===== src/rtl/uart_pkg.sv =====
// Shared definitions for the buffered UART transmitter: parity modes,
// transmit FSM states and a frame-length helper.
package uart_pkg;

  localparam int PARITY_NONE = 0;
  localparam int PARITY_EVEN = 1;
  localparam int PARITY_ODD  = 2;

  typedef enum logic [2:0] {
    IDLE  = 3'd0,
    START = 3'd1,
    DATA  = 3'd2,
    PAR   = 3'd3,
    STOP  = 3'd4
  } tx_state_t;

  // Number of bit periods in one frame: start + data + optional parity + stop.
  function automatic int frame_bits(input int data_w, input int parity, input int stop_bits);
    return 1 + data_w + ((parity != PARITY_NONE) ? 1 : 0) + stop_bits;
  endfunction

endpackage


===== src/rtl/sync_fifo.sv =====
// Single-clock FIFO with wrap-bit pointers; full/empty/level are derived
// only from the pointer registers, so they never depend on same-cycle requests.
module sync_fifo #(
  parameter int WIDTH = 8,
  parameter int DEPTH = 16
) (
  input  logic                    clk,
  input  logic                    resetn,
  input  logic                    i_push,
  input  logic                    i_pop,
  input  logic [WIDTH-1:0]        i_din,
  output logic [WIDTH-1:0]        o_dout,
  output logic                    o_full,
  output logic                    o_empty,
  output logic [$clog2(DEPTH):0]  o_level
);

  localparam int AW = $clog2(DEPTH);

  logic [WIDTH-1:0] r_mem [DEPTH];
  logic [AW:0]      r_wr_ptr;
  logic [AW:0]      r_rd_ptr;
  logic             w_do_push;
  logic             w_do_pop;

  assign o_full    = (r_wr_ptr[AW] != r_rd_ptr[AW]) && (r_wr_ptr[AW-1:0] == r_rd_ptr[AW-1:0]);
  assign o_empty   = (r_wr_ptr == r_rd_ptr);
  assign w_do_push = i_push && !o_full;
  assign w_do_pop  = i_pop && !o_empty;
  assign o_dout    = r_mem[r_rd_ptr[AW-1:0]];
  assign o_level   = r_wr_ptr - r_rd_ptr;

  // Pointer update; a push while full is dropped without touching the queue.
  always_ff @(posedge clk or negedge resetn) begin
    if (!resetn) begin
      r_wr_ptr <= '0;
      r_rd_ptr <= '0;
    end else begin
      if (w_do_push) begin
        r_wr_ptr <= r_wr_ptr + (AW+1)'(1);
      end
      if (w_do_pop) begin
        r_rd_ptr <= r_rd_ptr + (AW+1)'(1);
      end
    end
  end

  // Storage array, written only on an accepted push.
  always_ff @(posedge clk) begin
    if (w_do_push) begin
      r_mem[r_wr_ptr[AW-1:0]] <= i_din;
    end
  end

endmodule


===== src/rtl/uart_tx_fifo.sv =====
// Buffered UART transmitter: characters are queued in sync_fifo and
// serialised LSB first with configurable width, parity and stop bits.
module uart_tx_fifo
  import uart_pkg::*;
#(
  parameter int CLK_FREQ_HZ = 10_000_000,
  parameter int BAUD_RATE   = 1_000_000,
  parameter int DATA_W      = 8,
  parameter int DEPTH       = 16,
  parameter int PARITY      = 0,
  parameter int STOP_BITS   = 1
) (
  input  logic                    clk,
  input  logic                    resetn,
  input  logic [DATA_W-1:0]       i_data,
  input  logic                    i_valid,
  output logic                    o_ready,
  output logic [$clog2(DEPTH):0]  o_level,
  output logic                    o_busy,
  output logic                    o_uart_tx
);

  localparam int DIV        = CLK_FREQ_HZ / BAUD_RATE;
  localparam int BW         = $clog2(DIV);
  localparam int FRAME_BITS = frame_bits(DATA_W, PARITY, STOP_BITS);
  localparam int CW         = $clog2(FRAME_BITS + 1);

  tx_state_t         r_state;
  logic [BW-1:0]     r_baud;
  logic [CW-1:0]     r_bit;
  logic [DATA_W-1:0] r_shift;
  logic              r_par;
  logic              r_tx;

  logic [DATA_W-1:0] w_dout;
  logic              w_full;
  logic              w_empty;
  logic              w_pop;
  logic              w_baud_end;
  logic              w_data_last;
  logic              w_stop_last;

  function automatic logic calc_parity(input logic [DATA_W-1:0] d);
    return (^d) ^ (PARITY == PARITY_ODD);
  endfunction

  sync_fifo #(
    .WIDTH (DATA_W),
    .DEPTH (DEPTH)
  ) u_fifo (
    .clk     (clk),
    .resetn  (resetn),
    .i_push  (i_valid),
    .i_pop   (w_pop),
    .i_din   (i_data),
    .o_dout  (w_dout),
    .o_full  (w_full),
    .o_empty (w_empty),
    .o_level (o_level)
  );

  assign w_baud_end  = (r_baud == BW'(DIV - 1));
  assign w_data_last = (r_bit == CW'(DATA_W - 1));
  assign w_stop_last = (r_bit == CW'(STOP_BITS - 1));

  // Pop from IDLE, or on the final stop-bit cycle so the next start follows with no gap.
  always_comb begin
    w_pop = 1'b0;
    if (w_empty) begin
      w_pop = 1'b0;
    end else if (r_state == IDLE) begin
      w_pop = 1'b1;
    end else if ((r_state == STOP) && w_baud_end && w_stop_last) begin
      w_pop = 1'b1;
    end else begin
      w_pop = 1'b0;
    end
  end

  // Transmit FSM; the line is registered and forced high by the async reset.
  always_ff @(posedge clk or negedge resetn) begin
    if (!resetn) begin
      r_state <= IDLE;
      r_baud  <= '0;
      r_bit   <= '0;
      r_shift <= '0;
      r_par   <= 1'b0;
      r_tx    <= 1'b1;
    end else begin
      case (r_state)
        IDLE: begin
          r_baud <= '0;
          r_bit  <= '0;
          if (w_pop) begin
            r_shift <= w_dout;
            r_par   <= calc_parity(w_dout);
            r_state <= START;
            r_tx    <= 1'b0;
          end else begin
            r_tx <= 1'b1;
          end
        end
        START: begin
          if (w_baud_end) begin
            r_baud  <= '0;
            r_tx    <= r_shift[0];
            r_state <= DATA;
          end else begin
            r_baud <= r_baud + BW'(1);
          end
        end
        DATA: begin
          if (w_baud_end) begin
            r_baud <= '0;
            if (w_data_last) begin
              r_bit <= '0;
              if (PARITY != PARITY_NONE) begin
                r_state <= PAR;
                r_tx    <= r_par;
              end else begin
                r_state <= STOP;
                r_tx    <= 1'b1;
              end
            end else begin
              r_bit   <= r_bit + CW'(1);
              r_shift <= {1'b0, r_shift[DATA_W-1:1]};
              r_tx    <= r_shift[1];
            end
          end else begin
            r_baud <= r_baud + BW'(1);
          end
        end
        PAR: begin
          if (w_baud_end) begin
            r_baud  <= '0;
            r_state <= STOP;
            r_tx    <= 1'b1;
          end else begin
            r_baud <= r_baud + BW'(1);
          end
        end
        STOP: begin
          if (w_baud_end) begin
            r_baud <= '0;
            if (w_stop_last) begin
              r_bit <= '0;
              if (w_pop) begin
                r_shift <= w_dout;
                r_par   <= calc_parity(w_dout);
                r_state <= START;
                r_tx    <= 1'b0;
              end else begin
                r_state <= IDLE;
                r_tx    <= 1'b1;
              end
            end else begin
              r_bit <= r_bit + CW'(1);
            end
          end else begin
            r_baud <= r_baud + BW'(1);
          end
        end
        default: begin
          r_state <= IDLE;
          r_baud  <= '0;
          r_bit   <= '0;
          r_tx    <= 1'b1;
        end
      endcase
    end
  end

  assign o_ready   = !w_full;
  assign o_busy    = (r_state != IDLE) || !w_empty;
  assign o_uart_tx = r_tx;

endmodule


===== config.mk =====
export PLATFORM = sky130hd
export DESIGN_NAME = uart_tx_fifo
export DESIGN_NICKNAME = d
export VERILOG_FILES = /design/src/rtl/uart_pkg.sv /design/src/rtl/sync_fifo.sv /design/src/rtl/uart_tx_fifo.sv
export SDC_FILE = /design/constraint.sdc
export NUM_CORES = 1
export LEC_CHECK = 0
export CAP_MARGIN = 20
export CORE_MARGIN = 3
export CORE_UTILIZATION = 33
export DETAILED_ROUTE_END_ITERATION = 7
export PLACE_DENSITY = 0.52
export SLEW_MARGIN = 20
export SYNTH_ARGS = -nofsm -noshare
export SYNTH_HDL_FRONTEND = slang
export SYNTH_SLANG_ARGS = --single-unit

===== constraint.sdc =====
create_clock -name clk -period 7.8 [get_ports clk]
set_input_delay 1.17 -clock clk [delete_from_list [all_inputs] [get_ports clk]]
set_output_delay 1.17 -clock clk [all_outputs]
set_load 0.05 [all_outputs]

== Word level (Yosys, flattened, before mapping) ==
Memories as Yosys holds them, arrays and structs flattened.
Index checks and enable logic that the tools add are counted.
W data, S select, Z words.
Storage, ports and cells
  memory bits (writable): 128
  register bits after elaboration: 30
  input bits: 11
  output and inout bits: 8
  memories kept: 1
Memories
  u_fifo.r_mem: words 16, width 8, read ports 1, clocked after Yosys merged registers in 0, write ports 1, line sync_fifo.sv:20  | logic [WIDTH-1:0] r_mem [DEPTH];
Cells by class
  multiplexer cells: 35
  equality and inequality tests: 17
  reductions and logical operators: 18
  bitwise operators: 1
  add/sub/neg operators: 5
Operators with widths (number)
  $mux W8: 5
  $mux W4: 6
  $pmux W8 S3: 1
  $mux W3: 7
  $pmux W3 S5: 1
  $ne A2 B2 Y1 const B: 7
  $mux W1: 13
  $pmux W4 S3: 1
  $add A5 B1 Y5 const B: 2
  $reduce_and A5 Y1: 2
  $add A4 B1 Y4 const B: 2
  $reduce_and A7 Y1: 1
  $eq A3 B2 Y1 const B: 2
  $reduce_bool A3 Y1: 2
  $eq A5 B5 Y1: 1
  $logic_and A1 B1 Y1: 5
  $pmux W1 S5: 1
  $sub A5 B5 Y5: 1
  $eq A4 B3 Y1 const B: 1
  $eq A4 B4 Y1: 1
  $eq A4 B4 Y1 const B: 1
  $logic_not A4 Y1: 1
  $reduce_or A4 Y1: 1
  $eq A3 B1 Y1 const B: 1
  9 further kinds: 10

== Longest topological paths before layout ==
Gate-level depths: netlist (run 1).
  word-level depth: 10
  depth in mapped cells: 9
  depth with buffers taken out: 7

== By module ==
Synthesis (run 1) repeated with hierarchy kept, for this count alone.
Second synthesis, totals
  cells, all modules: 413
  area total of the unflattened synthesis: 6984.2 um^2
Modules (own cells, without submodules)
  sync_fifo: sequential area each 4093.9 um^2, area an instance 5750.5 um^2, cells each 297, instances 1
  uart_tx_fifo: sequential area each 501.7 um^2, area an instance 1233.7 um^2, cells each 116, instances 1

== Worst setup path before layout (run 1) ==
No wires, ideal clock.
  kind: register to output
  start point: reg u_fifo.r_rd_ptr[2]
  end point: out o_level[4]
  cell stages (with the launch flop): 7
  buffers on the path: 1
  slack: 4.415 ns
  data arrival time: 2.215 ns
  cells stage by stage: dfrtp_1 buf_1 inv_1 ha_1 a21o_1 a21oi_1 xor2_1
On the way
  word-level cells in the longest chain between the ends: 1
Ends and longest elaborated chain
  start: declaration: line sync_fifo.sv:22  | logic [AW:0] r_rd_ptr;
  start signal: assignment: line sync_fifo.sv:43  | r_rd_ptr <= r_rd_ptr + (AW+1)'(1);
  $sub A5 B5 Y5: line sync_fifo.sv:31  | assign o_level = r_wr_ptr - r_rd_ptr;
  end: declaration: line uart_tx_fifo.sv:18  | output logic [$clog2(DEPTH):0] o_level,
Every way passes these cells.

== Worst setup path in the final report (run 1) ==
  start point: reg u_fifo.r_rd_ptr[0]
  end point: out o_level[4]
The elaborated chain is that of the path after synthesis.

==> flow_metrics.env, run 1 <==
export IMPL_ys_top_cells_by_count="edfxtp_1 (128), dfrtp_1 (29), mux2i_1 (29), inv_1 (20), nor2_1 (20)"
export IMPL_final_period_utilization=0.587
export IMPL_portBuffers=18
export IMPL_setup_viol=0
export IMPL_vias_per_cell=4.94
export IMPL_setup_worst_path_end="o_level[4]"
export IMPL_synthSimpleGateAreaFrac=0.0756
export IMPL_ant_nets=0
export IMPL_wl_mm=14.1
export IMPL_p_leak_uw=0.00290
export IMPL_die_x_um=149
export IMPL_syn_inst=431
export IMPL_synth_fa_ha_area_frac=0.0271
export IMPL_final_area_um2=7800
export IMPL_core_area_um2=19800
export IMPL_synth_seq_cells=158
export IMPL_period_minus_slack_ps=4580
export IMPL_dp_cells=702
export IMPL_num_rows=51
export IMPL_cp_arrival_ps=3410
export IMPL_crit_start="u_fifo.r_rd_ptr[0]"
export IMPL_antenna_cells=0
export IMPL_status="completed"
export IMPL_hpwl_mm=9.27
export IMPL_postPlaceCellArea_um2=7220
export IMPL_synth_area_leaders="edfxtp_1 (57%), dfrtp_1 (11%), mux4_2 (6.0%)"
export IMPL_crit_fanout=50
export IMPL_tns_ps=0
export IMPL_yosysMostFrequentCell="edfxtp_1"
export IMPL_firstDrtPassIters=4
export IMPL_cts_resized=0
export IMPL_wl_per_cell_um=19.2
export IMPL_drive_above_1_share=0.156
export IMPL_drtIter0Drc=283
export IMPL_worstSetupStartpointType="flop"
export IMPL_avgSynthCellArea_um2=15.6
export IMPL_vias=3624
export IMPL_cts_clk_slew_worst_paths_ps=60
export IMPL_synth_top_flop_cell="edfxtp_1"
export IMPL_area_growth_pct=15.9
export IMPL_rsz0062_at_grt="no"
export IMPL_fmax_ghz=0.218
export IMPL_synth_compound_area_frac=0.0542
export IMPL_io_pins=19
export IMPL_stdcell_count=734
export IMPL_grt_usage=0.133
export IMPL_synthMuxAreaShare=0.117
export IMPL_r2r_slack_ps=4300
export IMPL_synth_edff_count=128
export IMPL_syn_cell_area_um2=6740
export IMPL_grt_pass1_vias=3808
export IMPL_grt_start_max_net_pins=51
export IMPL_cp_slowest_cell="clkdlybuf4s50_1"
export IMPL_worstRegToRegCells=7
export IMPL_crit_buf_inv=3
export IMPL_grt_overflow_total=0
export IMPL_cts_buffers=17
export IMPL_r2r_start="u_fifo.r_rd_ptr[1]"
export IMPL_drc_errors=0
export IMPL_skew_ps=14.7
export IMPL_drv_cap=0
export IMPL_critical_path_top_delay_family="buffers and inverters"
export IMPL_h_tree_depth=4
export IMPL_slew_headroom=0.340
export IMPL_synthXorXnorAreaFrac=0.0195
export IMPL_grt_first_pass_wirelength_mm=21.8
export IMPL_synth_top_cell_by_area="edfxtp_1"
export IMPL_crit_cells=8
export IMPL_synth_top_area_frac=0.571
export IMPL_yosys_warnings=0
export IMPL_post_cts_setup_buffers=0
export IMPL_ir_drop_v=0.000212
export IMPL_critPathRequiredTime_ps=6630
export IMPL_min_path_type="reg -> reg"
export IMPL_seq_area_frac_synth=0.682
export IMPL_finalNetCount=481
export IMPL_gp_congestion=0.794
export IMPL_synth_top_family_by_area="multiplexers"
export IMPL_antenna_found_initial=0
export IMPL_ctsHoldBuffers=0
export IMPL_slowest_delay_ps=810
export IMPL_crit_type="reg -> out"
export IMPL_initial_core_util=0.340
export IMPL_rr_endpoint="u_fifo.r_mem[14][3]"
export IMPL_cts_max_path_buffers=2
export IMPL_tightestPinTransition_ps=987
export IMPL_timing_hold_ws_ps=470
export IMPL_cp_end_kind="output port"
export IMPL_clock_latency_ps=430
export IMPL_maxSlewViolCount=0
export IMPL_die_area_um2=22200
export IMPL_synth_cell_types=49
export IMPL_cts_tree="done"
export IMPL_powerDensity_nw_per_um2=286
export IMPL_cts_root_buf="clkbuf_16"
export IMPL_ys_async_sr_fraction=0.190
export IMPL_die_h_um=149
export IMPL_crit_path_cell_trace="buf_4 -> ha_1 -> fa_1 -> inv_1 -> a21o_1 -> a21oi_1 -> xor2_1 -> clkdlybuf4s50_1"
export IMPL_final_hold_violation_count=0
export IMPL_cts_sinks=158
export IMPL_syn_num_nets=456
[stage by stage]
stage / util / total power, uW / setup WS, ps
CTS: 0.394 / 2250 / 3150
global route: 0.394 / 2320 / 2980
finish: 0.394 / 2230 / 3220
global placement: 0.365 / 1420 / 3630
floorplan: - / 1290 / 4410
detailed placement: 0.365 / 1430 / 3610
[cells by family after synthesis]
family	after synthesis
AO/OA/AOI/OAI	55
XOR/XNOR	15
adder cells (fa/ha/maj)	14
buffers and inverters	39
flip-flops	158
multiplexers	55
AND/OR/NAND/NOR	95
[worst reg2reg max path: stages, from the launching register on]
cell and delay [ps]:
dfrtp_1 730, clkinv_1 460, ha_1 430, nand4_1 100, nand2b_1 160, and2_1 280
nand3_1 170, nor2_1 790
[worst min path at each step]
stage | start | cells past startpoint | endpoint
4_1_cts | o_uart_tx | 2 | o_uart_tx
2_1_floorplan | r_baud[0] | 1 | r_baud[0]
3_5_place_dp | o_uart_tx | 2 | o_uart_tx
5_1_grt | o_uart_tx | 2 | o_uart_tx
3_3_place_gp | o_uart_tx | 2 | o_uart_tx
6_report | o_uart_tx | 2 | o_uart_tx
[layer usage]
metal  routed length (um)  GRT usage  vias to the layer above
met2                 7070      0.223                       42
met3                  443     0.0343                       12
li1                     -          -                     1693
met4                  149     0.0412                        0
met5                    0          0                        -
met1                 6400      0.171                     1877
[state kept, by name (all words and copies together) (netlist names)]
| register | flops |
|---|---|
| u_fifo.r_rd_ptr | 5 |
| r_baud | 4 |
| r_state | 3 |
| u_fifo.r_wr_ptr | 5 |
| r_bit | 4 |
| u_fifo.r_mem | 128 |
| r_shift | 8 |
| o_uart_tx | 1 |
[area by class of cell]
cell class / instances / area, um2
repair buffers: 24 / 225
multi-input cells: 234 / 1990
flip-flops and latches: 158 / 4600
clock buffers: 19 / 433
inverters: 21 / 78.8
well taps: 265 / 332
fillers: 1853 / 12000
clock inverters: 13 / 151
[placed cells by master (no fill, tap or decap), types with 3 or more instances in the layout]
cell type / netlist / routed
a211oi_1: 7 / 7
and3_1: 4 / 4
clkbuf_16: 0 / 17
mux2_2: 8 / 8
dfrtp_1: 29 / 28
a22oi_1: 14 / 14
nand3_1: 8 / 8
a21oi_1: 13 / 13
mux4_2: 18 / 18
clkinv_4: 0 / 3
buf_4: 1 / 6
edfxtp_1: 128 / 128
xnor2_1: 11 / 11
xor2_1: 4 / 4
nand2_1: 18 / 18
and2_0: 3 / 3
nor2_1: 20 / 20
ha_1: 13 / 13
nand2b_1: 5 / 5
nand4_1: 4 / 4
inv_6: 0 / 6
inv_1: 20 / 20
clkdlybuf4s50_1: 0 / 18
and2_1: 10 / 10
o21ai_0: 7 / 7
mux2i_1: 29 / 29
nor2b_1: 3 / 3
nand3b_1: 3 / 3
nor3_1: 7 / 7
[where the power goes]
group,internal [uW],total [uW],switching [uW]
clock,478,820,342
combinational,128,376,248
sequential,994,1030,40.7
No activity file was read; power rests on OpenSTA's default activity.
==> inputs of run 2 (changes only) <==
--- a/config.mk
+++ b/config.mk
@@ -9,7 +9,7 @@
 export CORE_MARGIN = 3
 export CORE_UTILIZATION = 33
 export DETAILED_ROUTE_END_ITERATION = 7
-export PLACE_DENSITY = 0.52
+export PLACE_DENSITY = 0.54
 export SLEW_MARGIN = 20
 export SYNTH_ARGS = -nofsm -noshare
 export SYNTH_HDL_FRONTEND = slang
==> constraint.sdc (replaced) <==
create_clock -name clk -period 4 [get_ports clk]
set_input_delay 0.6 -clock clk [delete_from_list [all_inputs] [get_ports clk]]
set_output_delay 0.6 -clock clk [all_outputs]
set_load 0.05 [all_outputs]
==> run 2 against run 1 <==
Compared with the run above: combinational power grew 96%; clock power is 110% higher; global-route usage about the same; non-clock buffer count is 5 higher; clock skew down 4.8 ps; highest routed layer unchanged; count of clock-buffer cells in the layout decreased by 1; sequential cell count is the same; final cell count up 0.68%.
==> flow_metrics.env, run 2 (synthesis results as in run 1) <==
export IMPL_drive_above_1_share=0.169
export IMPL_ir_drop_v=0.000339
export IMPL_fmax_ghz=0.292
export IMPL_rsz0062_at_grt="no"
export IMPL_slowest_delay_ps=810
export IMPL_antenna_found_initial=0
export IMPL_tightestPinTransition_ps=898
export IMPL_grt_first_pass_wirelength_mm=21.9
export IMPL_vias_per_cell=4.91
export IMPL_setup_viol=0
export IMPL_grt_overflow_total=0
export IMPL_pre_cts_ws_ps=1020
export IMPL_wl_mm=14.0
export IMPL_status="completed"
export IMPL_tns_ps=0
export IMPL_die_h_um=149
export IMPL_io_pins=19
export IMPL_ctsHoldBuffers=0
export IMPL_final_hold_violation_count=0
export IMPL_min_path_type="in -> async"
export IMPL_drv_cap=0
export IMPL_die_x_um=149
export IMPL_p_leak_uw=0.00295
export IMPL_crit_path_cell_trace="inv_1 -> ha_1 -> fa_1 -> inv_1 -> a21o_1 -> a21oi_1 -> xor2_1 -> clkdlybuf4s50_1"
export IMPL_firstDrtPassIters=4
export IMPL_wl_met2_mm=6.77
export IMPL_cp_end_kind="output port"
export IMPL_period_minus_slack_ps=3430
export IMPL_cp_slowest_cell="clkdlybuf4s50_1"
export IMPL_portBuffers=18
export IMPL_cts_sinks=158
export IMPL_final_period_utilization=0.857
export IMPL_cts_resized=0
export IMPL_post_cts_setup_buffers=0
export IMPL_vias=3629
export IMPL_drc_errors=0
export IMPL_wl_per_cell_um=18.9
export IMPL_maxSlewViolCount=0
export IMPL_grt_start_max_net_pins=50
export IMPL_cp_arrival_ps=2830
export IMPL_cts_tree="done"
export IMPL_powerDensity_nw_per_um2=566
export IMPL_grt_pass1_vias=3757
export IMPL_cts_clk_slew_worst_paths_ps=70
export IMPL_gp_congestion=0.783
export IMPL_num_rows=51
export IMPL_skew_ps=9.88
export IMPL_worst_slack_ps=570
export IMPL_die_area_um2=22200
export IMPL_highest_layer="met4"
export IMPL_finalNetCount=486
export IMPL_area_growth_pct=16.9
export IMPL_cp_common_cell="inv_1"
export IMPL_met1Wirelength_mm=6.44
export IMPL_cts_buffers=17
export IMPL_antenna_cells=0
export IMPL_drtIter0Drc=324
export IMPL_crit_fanout=4
export IMPL_clock_latency_ps=420
export IMPL_cts_root_buf="clkbuf_16"
export IMPL_critPathRequiredTime_ps=3400
export IMPL_hpwl_mm=8.97
export IMPL_h_tree_depth=4
export IMPL_initial_core_util=0.340
export IMPL_ant_nets=0
export IMPL_final_cell_mix="edfxtp_1 (128), mux2i_1 (29), dfrtp_1 (28)"
export IMPL_largest_register_ffs=128
export IMPL_cts_max_path_buffers=2
export IMPL_crit_type="reg -> out"
export IMPL_layout_commonest_cell="edfxtp_1"
export IMPL_grt_usage=0.133
export IMPL_slew_headroom=0.401
export IMPL_worstSetupStartpointType="flop"
export IMPL_core_area_um2=19800
export IMPL_worstRegToRegCells=7
export IMPL_wl_met3_um=629
-- run 2: cell count changes in the layout (fill, tap and decap cells not counted), sizes merged --
cell / before / now
buf: 6 / 12
bufinv: 2 / 3
clkbuf: 19 / 18
clkdlybuf4s50: 18 / 17
clkinv: 5 / 2
inv: 26 / 29
-- run 2: where the power goes --
group          leakage [uW]  internal [uW]  switching (uW)
logic               0.00112            255             482
clock network      0.000303           1010             693
registers           0.00152           1940            78.4
-- run 2: final timing paths --
| kind | to | from | slack [ps] |
|---|---|---|---|
| min | r_baud[2] | resetn | 140 |
| max in group asynchronous | u_fifo.r_rd_ptr[2] | resetn | 3310 |
| min reg2reg | o_uart_tx | o_uart_tx | 470 |
| max | o_level[4] | u_fifo.r_wr_ptr[0] | 570 |
| min in group clk | o_uart_tx | o_uart_tx | 470 |
| max reg2reg | r_shift[3] | u_fifo.r_rd_ptr[1] | 1240 |
-- run 2: critical path, delay by kind of cell, from the launching register on --
family	cells	cell delay (ps)
AOI/OAI and AO/OA	2	180
xor gates and xnor gates	1	130
adders and majority gates	2	700
buffers and inverters	3	1000
DFF	1	400
-- run 2: routing by layer --
layer / vias to the layer above / global-route usage
met2: 59 / 0.217
met5: - / 0
met1: 1860 / 0.179
li1: 1699 / -
met3: 11 / 0.0328
met4: 0 / 0.0366
-- run 2: layout make-up --
class | instances | area [um2]
Clock buffer | 18 | 429
Clock inverter | 14 | 193
Fill cell | 1866 | 11900
Inverter | 21 | 78.8
Multi-Input combinational cell | 234 | 1990
Sequential cell | 158 | 4600
Tap cell | 265 | 332
Timing Repair Buffer | 29 | 258
-- run 2: through the flow --
stage          power [uW]  cell area (um2)   util  hold WS [ps]  cells
3_5_place_dp         2790             7260  0.367           469    707
4_1_cts              4490             7880  0.398           479    739
2_1_floorplan        2520             6740      -           304    431
3_3_place_gp         2780             7260  0.367           459    707
6_report             4450             7870  0.398           141    739
5_1_grt              4630             7870  0.398           179    739
==> inputs of run 3 (changes only) <==
--- a/config.mk
+++ b/config.mk
@@ -6,7 +6,6 @@
 export NUM_CORES = 1
 export LEC_CHECK = 0
 export CAP_MARGIN = 20
-export CORE_MARGIN = 3
 export CORE_UTILIZATION = 33
 export DETAILED_ROUTE_END_ITERATION = 7
 export PLACE_DENSITY = 0.54
==> run 3 against run 2 <==
Compared with the run above: final cell count is 0.14% lower; clock power down 9%; sequential power barely moved; hold slack better by 330 ps; power down 3.4%; wire length is 0.84% higher; via count up 0.11%; maximum frequency down 1.1%; utilization down 0.16 points; register-to-register slack lost 50 ps.
==> flow_metrics.env, run 3 (synthesis results as in run 1) <==
export IMPL_hpwl_mm=9.13
export IMPL_vias_per_cell=4.92
export IMPL_die_area_um2=21000
export IMPL_rr_endpoint="u_fifo.r_mem[12][2]"
export IMPL_wl_mm=14.1
export IMPL_tightestPinTransition_ps=919
export IMPL_layout_area_seq_um2=4600
export IMPL_maxSlewViolCount=0
export IMPL_cts_resized=0
export IMPL_antenna_cells=0
export IMPL_antenna_found_initial=0
export IMPL_cts_root_buf="clkbuf_16"
export IMPL_grt_pass1_vias=3806
export IMPL_p_leak_uw=0.00291
export IMPL_tns_ps=0
export IMPL_fmax_ghz=0.288
export IMPL_final_hold_violation_count=0
export IMPL_clkPwrFrac=0.361
export IMPL_portBuffers=18
export IMPL_die_h_um=145
export IMPL_io_pins=19
export IMPL_drv_cap=0
export IMPL_cts_max_path_buffers=2
export IMPL_cts_tree="done"
export IMPL_pre_cts_ws_ps=986
export IMPL_area_growth_pct=16.1
export IMPL_die_x_um=145
export IMPL_fillers=1812
export IMPL_wl_per_cell_um=19.1
export IMPL_finalNetCount=485
export IMPL_p_sw_frac=0.284
export IMPL_min_from="o_uart_tx"
export IMPL_timing_hold_ws_ps=467
export IMPL_num_rows=51
export IMPL_firstDrtPassIters=4
export IMPL_vias=3633
export IMPL_cp_arrival_ps=2870
export IMPL_multi_input_area_um2=1980
export IMPL_ctsHoldBuffers=0
export IMPL_layout_commonest_cell="edfxtp_1"
export IMPL_drc_errors=0
export IMPL_cts_clk_slew_worst_paths_ps=70
export IMPL_ir_drop_v=0.000304
export IMPL_grt_first_pass_wirelength_mm=21.7
export IMPL_largest_register_ffs=128
export IMPL_worst_slack_ps=534
export IMPL_slew_headroom=0.387
export IMPL_pwr_share_comb=0.171
export IMPL_drive_above_1_share=0.161
export IMPL_post_cts_setup_buffers=0
export IMPL_crit_fanout=4
export IMPL_period_minus_slack_ps=3470
export IMPL_r2r_slack_ps=1190
export IMPL_h_tree_depth=4
export IMPL_grt_usage=0.147
export IMPL_finalPower_uw=4300
export IMPL_setup_viol=0
export IMPL_gp_congestion=0.860
export IMPL_stdcell_count=738
export IMPL_rsz0062_at_grt="no"
export IMPL_cts_sinks=158
export IMPL_initial_core_util=0.342
export IMPL_status="completed"
export IMPL_p_seq_frac=0.468
export IMPL_skew_ps=8.64
export IMPL_p_sw_uw=1220
export IMPL_drtIter0Drc=241
export IMPL_ant_nets=0
export IMPL_worstRegToRegCells=7
export IMPL_critPathRequiredTime_ps=3400
export IMPL_dp_cells=706
export IMPL_final_period_utilization=0.867
export IMPL_p_int_uw=3080
export IMPL_grt_overflow_total=0
export IMPL_min_path_type="reg -> reg"
export IMPL_grt_start_max_net_pins=50
export IMPL_crit_type="reg -> out"
export IMPL_final_cell_mix="edfxtp_1 (128), mux2i_1 (29), dfrtp_1 (28)"
export IMPL_clock_latency_ps=420
export IMPL_core_area_um2=19700
export IMPL_cp_end_kind="output port"
export IMPL_cts_buffers=17
export IMPL_powerDensity_nw_per_um2=551
export IMPL_holdPathEnd="o_uart_tx"
export IMPL_r2r_start="u_fifo.r_rd_ptr[1]"
export IMPL_holdPathStages=2
export IMPL_worstSetupStartpointType="flop"
[run 3: changes by cell type in the layout (fill, tap and decap cells not counted)]
| cell | change |
|---|---|
| nor4_2 | -1 |
| bufinv_16 | -2 |
| inv_8 | -2 |
| inv_6 | -1 |
| buf_4 | -1 |
| buf_2 | -1 |
| clkinvlp_4 | +1 |
| nor4_1 | +1 |
| clkbuf_8 | +1 |
| clkinv_4 | +2 |
| clkbuf_1 | +1 |
| clkdlybuf4s50_1 | +1 |
[run 3: power by group through the flow]
stage | sequential [uW] | clock, uW | combinational (uW)
2_1_floorplan | 2010 | 0 | 512
3_3_place_gp | 2040 | 0 | 737
3_5_place_dp | 2050 | 0 | 745
4_1_cts | 2010 | 1590 | 748
5_1_grt | 2030 | 1640 | 799
6_report | 2010 | 1550 | 737
[run 3: worst max-delay path by stage]
stage | endpoint | cells after the start | start | slack [ps]
2_1_floorplan | u_fifo.r_mem[0][0] | 7 | u_fifo.r_rd_ptr[2] | 830
3_5_place_dp | o_level[4] | 8 | u_fifo.r_wr_ptr[0] | 990
4_1_cts | o_level[4] | 8 | u_fifo.r_wr_ptr[0] | 510
6_report | o_level[4] | 8 | u_fifo.r_wr_ptr[0] | 530
5_1_grt | o_level[4] | 8 | u_fifo.r_wr_ptr[0] | 390
3_3_place_gp | o_level[4] | 8 | u_fifo.r_wr_ptr[0] | 1050
[run 3: final cells by class]
class / count / share of cell area
flip-flops and latches: 158 / 0.588
inverters: 21 / 0.0101
well taps: 265 / 0.0424
clock buffers: 20 / 0.0571
repair buffers: 28 / 0.0327
multi-input cells: 234 / 0.253
clock inverters: 12 / 0.0162
[run 3: through the flow]
stage	area, um2	util
6_report	7820	0.396
5_1_grt	7820	0.396
4_1_cts	7820	0.396
3_5_place_dp	7240	0.367
3_3_place_gp	7240	0.367
2_1_floorplan	6740	-
[run 3: worst max-delay path: stages (launching register included)]
cell             delay [ps]
dfrtp_1                 400
inv_1                   120
ha_1                    230
fa_1                    460
inv_1                    80
a21o_1                  110
a21oi_1                  70
xor2_1                  140
clkdlybuf4s50_1         830
[run 3: metal layers]
| layer | GRT usage | part of all wire | routed length (um) | vias up |
|---|---|---|---|---|
| li1 | - | - | - | 1693 |
| met4 | 0.0521 | 0.017 | 240 | 0 |
| met2 | 0.244 | 0.49 | 6960 | 53 |
| met5 | 0 | 0 | 0 | - |
| met3 | 0.0322 | 0.038 | 542 | 17 |
| met1 | 0.190 | 0.45 | 6380 | 1870 |
==> RTL edit (settings of run 1) <==
`DEPTH` is set to 16 in 2 places; all go to 32.
--- a/src/rtl/sync_fifo.sv
+++ b/src/rtl/sync_fifo.sv
@@ -3,5 +3,5 @@
 module sync_fifo #(
   parameter int WIDTH = 8,
-  parameter int DEPTH = 16
+  parameter int DEPTH = 32
 ) (
   input  logic                    clk,
--- a/src/rtl/uart_tx_fifo.sv
+++ b/src/rtl/uart_tx_fifo.sv
@@ -7,5 +7,5 @@
   parameter int BAUD_RATE   = 1_000_000,
   parameter int DATA_W      = 8,
-  parameter int DEPTH       = 16,
+  parameter int DEPTH       = 32,
   parameter int PARITY      = 0,
   parameter int STOP_BITS   = 1
Ports: changed (resized o_level); port bits go from 19 to 20. The function was not compared with the original's and may differ.
==> RTL edit against run 1 <==
- cell area grew 71%
- setup slack lost 0.038 ns
- sequential share of layout area grew 4.8 points
- synthesized cell count grew 53%
- synthesized area grew 75%
- sequential cell count grew 130
- wire length grew 81%
- total power grew 63%
- critical path type unchanged
- critical endpoint is now o_busy
- largest cell class unchanged
==> RTL edit: results (changes against run 1) <==
metric,value,unit,change
wl_per_cell,21.8,um,+14%
drive_gt1_share,17.3,%,+1.7 points
dr_wl_met2,12100,um,+71%
drt-pass1-iter-count,5,,+1
grt_pass1_wl,38800,um,+78%
min_path_cells,1,,-1
r2r_start,u_fifo.r_rd_ptr[3],,
status,"complete, no violations",,
power.switching,0.949,mW,+51%
holdWs,0.493,ns,+0.0226 ns
combinationalPowerShare,13.5,%,-3.4 points
met3_length,941,um,+110%
grt_use_total,13.3,%,-0.044 points
syn_nets,687,,+51%
wl_met1,12000,um,+88%
yosys-top-cells-count,"256 x edfxtp_1, 61 x nor2_1, 59 x mux4_2",,
place_inst,1114,,+59%
ys_seq_area_share,72.0,%,+3.8 points
worstSkewPairLatency,0.55,ns,+0.12 ns
ys_top_cells_by_area,"edfxtp_1 65%, mux4_2 11%, dfrtp_1 6.6%",,
crit_fanout,15,,-70%
totalWireLength,25500,um,+81%
hp-start,u_fifo.r_rd_ptr[5],,
hpwl,16200,um,+74%
ys_types,54,,+10%
gp_congestion,0.876,,+10%
h-tree-depth,1,,-3
synthCells,661,,+53%
fillers,3192,,+72%
dpl_worst_slack,3.56,ns,-0.0508 ns
clk_path_buf_depth,3,,+1
met2_usage,21.3,%,-0.93 points
pwr-share-clk,36.2,%,-0.6 points
reg2reg_to,u_fifo.r_mem[27][1],,
relSlewSlack,44.5,%,+10 points
crit_start,u_fifo.r_rd_ptr[3],,
synth_enable_flop_cells,256,,+100%
hold_end,u_fifo.r_rd_ptr[5],,
==> RTL edit: final cells by class <==
class	instances	share of cell area, %
Clock buffer	36	5.96
Clock inverter	18	0.882
Inverter	15	0.422
Multi-Input combinational cell	329	22.9
Sequential cell	288	63.7
Tap cell	455	4.27
Timing Repair Buffer	27	1.82
==> RTL edit: cells by family (layout without fill, tap and decap cells) <==
logic type	count (synthesis)	in the layout	synth area share (%)
AND/OR/NAND/NOR	153	153	5.94
multiplexers	75	75	13.3
buffers and inverters	44	96	2.12
AO/OA/AOI/OAI	67	67	3.55
adder cells (fa/ha/maj)	15	15	1.66
flip-flops	288	288	72.0
XOR/XNOR	19	19	1.41
==> RTL edit: critical path, delay by kind of cell (launching register included) <==
kind / cells / cell delay (ns)
adders and majority gates: 1 / 0.49
DFF: 1 / 0.70
and+or+nand+nor: 2 / 0.59
buffers and inverters: 2 / 1.13
